[config.mk]
export PLATFORM = sky130hd
export DESIGN_NAME = acq_search_ctrl
export DESIGN_NICKNAME = d
export VERILOG_FILES = /design/src/rtl/acq_search_ctrl.sv
export SDC_FILE = /design/constraint.sdc
export NUM_CORES = 1
export LEC_CHECK = 0
export CORE_MARGIN = 5
export CORE_UTILIZATION = 50
export CTS_CLUSTER_DIAMETER = 120
export DETAILED_ROUTE_END_ITERATION = 16
export HOLD_SLACK_MARGIN = 0.02
export PLACE_DENSITY = 0.87
export SLEW_MARGIN = 5
export SYNTH_ARGS = -nofsm -noshare
export SYNTH_HDL_FRONTEND = slang
export SYNTH_SLANG_ARGS = --single-unit
[constraint.sdc]
create_clock -name rx_clk -period 7.5 [get_ports rx_clk]
set_clock_uncertainty 0.1 [all_clocks]
set_input_delay 2.25 -clock rx_clk [delete_from_list [all_inputs] [get_ports rx_clk]]
set_output_delay 2.25 -clock rx_clk [all_outputs]
set_load 0.01 [all_outputs]
[src/rtl/acq_search_ctrl.sv]
// Serial code-phase search sequencer for one correlator/power datapath.
// Frames one coherent period per phase bin and keeps the strongest bin seen so far.
module acq_search_ctrl #(
    parameter int CODE_LEN  = 2046,
    parameter int NUM_PHASE = 2046,
    parameter int PHASE_W   = 11,
    parameter int CNT_W     = 11,
    parameter int POW_LAT   = 4,
    parameter int POW_WIDTH = 48
) (
    input  logic                 rx_clk,
    input  logic                 rx_rst,
    input  logic                 rx_start,
    input  logic                 rx_abort,
    input  logic [POW_WIDTH-1:0] rx_threshold,
    input  logic [POW_WIDTH-1:0] rx_corr_acc,
    output logic                 tx_code_load,
    output logic [PHASE_W-1:0]   tx_code_phase,
    output logic                 tx_prn_sop,
    output logic                 tx_prn_eop,
    output logic                 tx_busy,
    output logic                 tx_done,
    output logic                 tx_found,
    output logic [PHASE_W-1:0]   tx_peak_phase,
    output logic [POW_WIDTH-1:0] tx_peak_pow
);

    // state      | meaning
    // S_IDLE     | waiting for rx_start; previous results held
    // S_LOAD     | one-cycle generator reload at the current bin
    // S_ACCUM    | CODE_LEN samples framed by sop/eop
    // S_WAIT_POW | power pipeline latency after eop
    // S_CMP      | rx_corr_acc valid; update running peak
    // S_DONE     | done pulse; found valid from here on

    localparam int TMR_W = (CNT_W > $clog2(POW_LAT + 1)) ? CNT_W : $clog2(POW_LAT + 1);
    localparam logic [TMR_W-1:0]   ACC_LOAD  = TMR_W'(CODE_LEN - 1);
    localparam logic [TMR_W-1:0]   WAIT_LOAD = TMR_W'((POW_LAT > 1) ? (POW_LAT - 2) : 0);
    localparam logic [PHASE_W-1:0] LAST_BIN  = PHASE_W'(NUM_PHASE - 1);

    typedef enum logic [2:0] {
        S_IDLE,
        S_LOAD,
        S_ACCUM,
        S_WAIT_POW,
        S_CMP,
        S_DONE
    } state_t;

    state_t               state, state_nxt;
    logic [TMR_W-1:0]     tmr, tmr_nxt;
    logic [PHASE_W-1:0]   phase, phase_nxt;
    logic [PHASE_W-1:0]   peak_phase, peak_phase_nxt;
    logic [POW_WIDTH-1:0] peak_pow, peak_pow_nxt;
    logic [POW_WIDTH-1:0] thr, thr_nxt;
    logic                 found, found_nxt;

    logic                 tmr_tc;
    logic                 last_bin;
    logic                 new_peak;
    logic [POW_WIDTH-1:0] best_pow;

    assign tmr_tc   = (tmr == '0);
    assign last_bin = (phase == LAST_BIN);
    assign new_peak = (rx_corr_acc > peak_pow);
    assign best_pow = new_peak ? rx_corr_acc : peak_pow;

    always_ff @(posedge rx_clk) begin
        if (rx_rst) begin
            state      <= S_IDLE;
            tmr        <= '0;
            phase      <= '0;
            peak_phase <= '0;
            peak_pow   <= '0;
            thr        <= '0;
            found      <= 1'b0;
        end else begin
            state      <= state_nxt;
            tmr        <= tmr_nxt;
            phase      <= phase_nxt;
            peak_phase <= peak_phase_nxt;
            peak_pow   <= peak_pow_nxt;
            thr        <= thr_nxt;
            found      <= found_nxt;
        end
    end

    always_comb begin
        state_nxt      = state;
        tmr_nxt        = tmr;
        phase_nxt      = phase;
        peak_phase_nxt = peak_phase;
        peak_pow_nxt   = peak_pow;
        thr_nxt        = thr;
        found_nxt      = found;
        tx_code_load   = 1'b0;
        tx_prn_sop     = 1'b0;
        tx_prn_eop     = 1'b0;
        tx_done        = 1'b0;
        tx_busy        = (state != S_IDLE);

        unique case (state)
            S_IDLE: begin
                if (rx_start && !rx_abort) begin
                    state_nxt      = S_LOAD;
                    phase_nxt      = '0;
                    peak_phase_nxt = '0;
                    peak_pow_nxt   = '0;
                    found_nxt      = 1'b0;
                    thr_nxt        = rx_threshold;
                end
            end
            S_LOAD: begin
                tx_code_load = 1'b1;
                tmr_nxt      = ACC_LOAD;
                state_nxt    = S_ACCUM;
            end
            S_ACCUM: begin
                // Timer counts down, so the first sample sits at the reload value.
                tx_prn_sop = (tmr == ACC_LOAD);
                tx_prn_eop = tmr_tc;
                if (tmr_tc) begin
                    tmr_nxt   = WAIT_LOAD;
                    state_nxt = (POW_LAT > 1) ? S_WAIT_POW : S_CMP;
                end else begin
                    tmr_nxt = tmr - TMR_W'(1);
                end
            end
            S_WAIT_POW: begin
                if (tmr_tc) begin
                    state_nxt = S_CMP;
                end else begin
                    tmr_nxt = tmr - TMR_W'(1);
                end
            end
            S_CMP: begin
                if (new_peak) begin
                    peak_pow_nxt   = rx_corr_acc;
                    peak_phase_nxt = phase;
                end
                if (last_bin) begin
                    found_nxt = (best_pow > thr);
                    state_nxt = S_DONE;
                end else begin
                    phase_nxt = phase + PHASE_W'(1);
                    state_nxt = S_LOAD;
                end
            end
            S_DONE: begin
                tx_done   = 1'b1;
                state_nxt = S_IDLE;
            end
            default: begin
                state_nxt = S_IDLE;
            end
        endcase

        // Abort freezes the results exactly as they stood before this cycle.
        if (rx_abort && (state != S_IDLE)) begin
            state_nxt      = S_IDLE;
            phase_nxt      = phase;
            peak_phase_nxt = peak_phase;
            peak_pow_nxt   = peak_pow;
            found_nxt      = found;
        end
    end

    assign tx_code_phase = phase;
    assign tx_peak_phase = peak_phase;
    assign tx_peak_pow   = peak_pow;
    assign tx_found      = found;

endmodule
==> out/metrics.cfg <==
[setup_path]
cpMaxStageDelayCell = buf_4
cp.arrival_ps = 6720
required_ps = 7710
critPathCaptureType = flip-flop
rr_endpoint = tx_found
crit_buf_inv = 3
path_cells = clkdlybuf4s50_1, ha_1, nand4_1, nor3_1, a221oi_2, o211ai_1, o32ai_2, buf_4, nor2_4, buf_4, o21ai_1, ha_1, a21o_1, a21o_1, a21oi_1, o211a_1, o21ai_0, a221oi_1, o21ai_0
r2r_start = tx_peak_pow[47]
startpoint = rx_corr_acc[45]
rrSetupSlack_ps = 2840
crit_path_end = tx_found
worst-setup-path-type = in2reg
cp-start-kind = input pin
cpLargestDelayFamily = compound AO/OA/AOI/OAI gates
cp_num_cells = 19
path_max_fanout = 44
reg2reg_depth = 19
cpPeakStageDelay_ps = 560

[die]
dieHeight_um = 146
io_pins = 176
coreArea_um2 = 18100
die_area_um2 = 21400
start_util_pct = 51.3
rows = 49
die_w_um = 146

[synth]
synthesis.area_um2 = 9300
ys_top_cells_by_count = nand2_1, dfxtp_1, inv_1
synthTopCellsByArea = dfxtp_1, ha_1, nand2_1
syn_nets = 1399
synth_ff_type = dfxtp_1
syn_inst = 1198
synth_top_area_share_pct = 28.6
ys_types = 57
synth_edf_count = 0
ys_seq_area_share_pct = 28.6
yosysTopAreaCell = dfxtp_1
async_flop_share_pct = 0
ys_ff_latch = 133
ys_warn_count = 0
syn_area_per_cell_um2 = 7.77
yosysMostFrequentCell = nand2_1

[pwr]
ir_worst_vdd_v = 0.000160
leakagePower_nw = 4.24
p_per_area_nw_per_um2 = 164
power_w = 0.00190

[route]
drt-initial-drc-count = 744
num_vias = 9317
firstDrtPassIters = 5
antenna_left = 0
post_drt_wl_per_cell_um = 17.4
viasPerCell = 5.96
drcViolationCount = 0
totalWireLength_um = 27200

[sta]
worst_slew_pin_slew_ps = 1190
finalCritPeriodShare_pct = 86.9
rsz0062_at_grt = no
fmax_mhz = 153
drv_slew = 0
setup_viol = 0
relSlewSlack_pct = 21.0
layout_min_cycle_time_ps = 6520
finalHoldViolCount = 0
setup_tns_ps = 0
layout_setup_ws_ps = 982

[grt]
grt_overflow = 0
grt_usage_pct = 24.9
grt_antenna_before_repair = 0
grt_pass1_vias = 9078
grt_pass1_wl_um = 44700
grt_max_degree = 75

[clocking]
clk_pin_slew_worst_paths_ps = 60
cts_resized = 0
cts_buffers = 17
root_buffer = clkbuf_16
holdBufCountCts = 0
tritoncts = done
cts_setup_buffers = 0
insertion_delay_ps = 430
htree_num_levels = 4
clock_sinks = 133
cts_max_path_buffers = 2

[placed_design]
gp_congestion = 0.902
dpl_cell_area_um2 = 11000
dp_hpwl_um = 19200
dp_slack_ps = 578
io_buffers = 175
placedCellCount = 1532

[finish]
syn_to_final_growth_pct = 24.7
antenna_cells = 0
fill_cells = 1566
nNetsFinal = 1523
finalInstanceArea_um2 = 11600
finalNonFillerCells = 1564
layout-drive-gt1-share_pct = 8.24

[worst_hold_path]
hp-class = reg2reg
hold_depth = 2
min_from = thr[44]

[job]
maxCapViolations = 0

[run_status]
status = finished clean

## stage by stage
step	hold slack, ps	utilization (%)
final	356	63.9
after global routing	373	63.9
after CTS	356	63.9
after detailed placement	347	60.8
after global placement	342	60.8
after floorplan	336	-
## placed cells by master, fill, tap and decap left out, drive strengths merged, types with 18 or more instances in the layout
master / synthesis / routed
ha: 101 / 101
buf: 41 / 19
a21oi: 94 / 94
nand3: 68 / 68
nand3b: 59 / 59
clkbuf: 47 / 18
inv: 106 / 109
nor2: 33 / 33
nand4: 84 / 84
clkdlybuf4s50: 0 / 174
o21ai: 85 / 85
o211ai: 51 / 51
nand2: 177 / 177
dfxtp: 133 / 133
## power breakdown
group          internal (W)  leakage (nW)  switching, W
clock              0.000467         0.269      0.000342
combinational      0.000152          2.89      0.000203
sequential         0.000723          1.08     0.0000135
## worst min-delay path by stage
stage | to | slack [ps]
after floorplan | thr[10] | 340
after global placement | thr[14] | 340
after detailed placement | thr[3] | 350
after CTS | thr[44] | 360
after global routing | thr[20] | 370
final | thr[44] | 360
## cell type report
class	instances	area (um2)	share of cell area (%)
multi-input combinational	871	5790	49.9
sequential	133	2660	22.9
timing repair buffer	193	1900	16.3
clock buffer	18	439	3.78
inverter	106	398	3.43
tap	229	287	2.47
clock inverter	14	128	1.10
## state kept, by name, indices dropped and copies added (netlist names)
register and cells:
state 3, tx_code_phase 11, tx_found 1, tmr 11, thr 48, tx_peak_phase 11
tx_peak_pow 48
## per-layer routing
| layer | track usage, % | part of all wire [%] | vias up |
|---|---|---|---|
| li1 | - | - | 4528 |
| met1 | 31.6 | 42 | 4346 |
| met2 | 41.7 | 48 | 384 |
| met3 | 5.24 | 7.1 | 59 |
| met4 | 9.41 | 2.4 | 0 |
| met5 | 0 | 0 | - |
## worst reg2reg max path, delay by kind of cell, from the launching register on
kind / cells / cell delay (ps)
and+or+nand+nor: 3 / 820
DFF: 1 / 380
adders and majority gates: 2 / 620
AOI/OAI and AO/OA: 11 / 1750
buffers and inverters: 3 / 860
## cells by family after synthesis
family | share of synthesized area [%]
flip-flops | 28.6
multiplexers | 0.108
adder cells (fa/ha/maj) | 13.6
AO/OA/AOI/OAI | 20.0
buffers and inverters | 9.36
XOR/XNOR | 0.659
AND/OR/NAND/NOR | 27.7
Power figures use the tool's default switching activity.
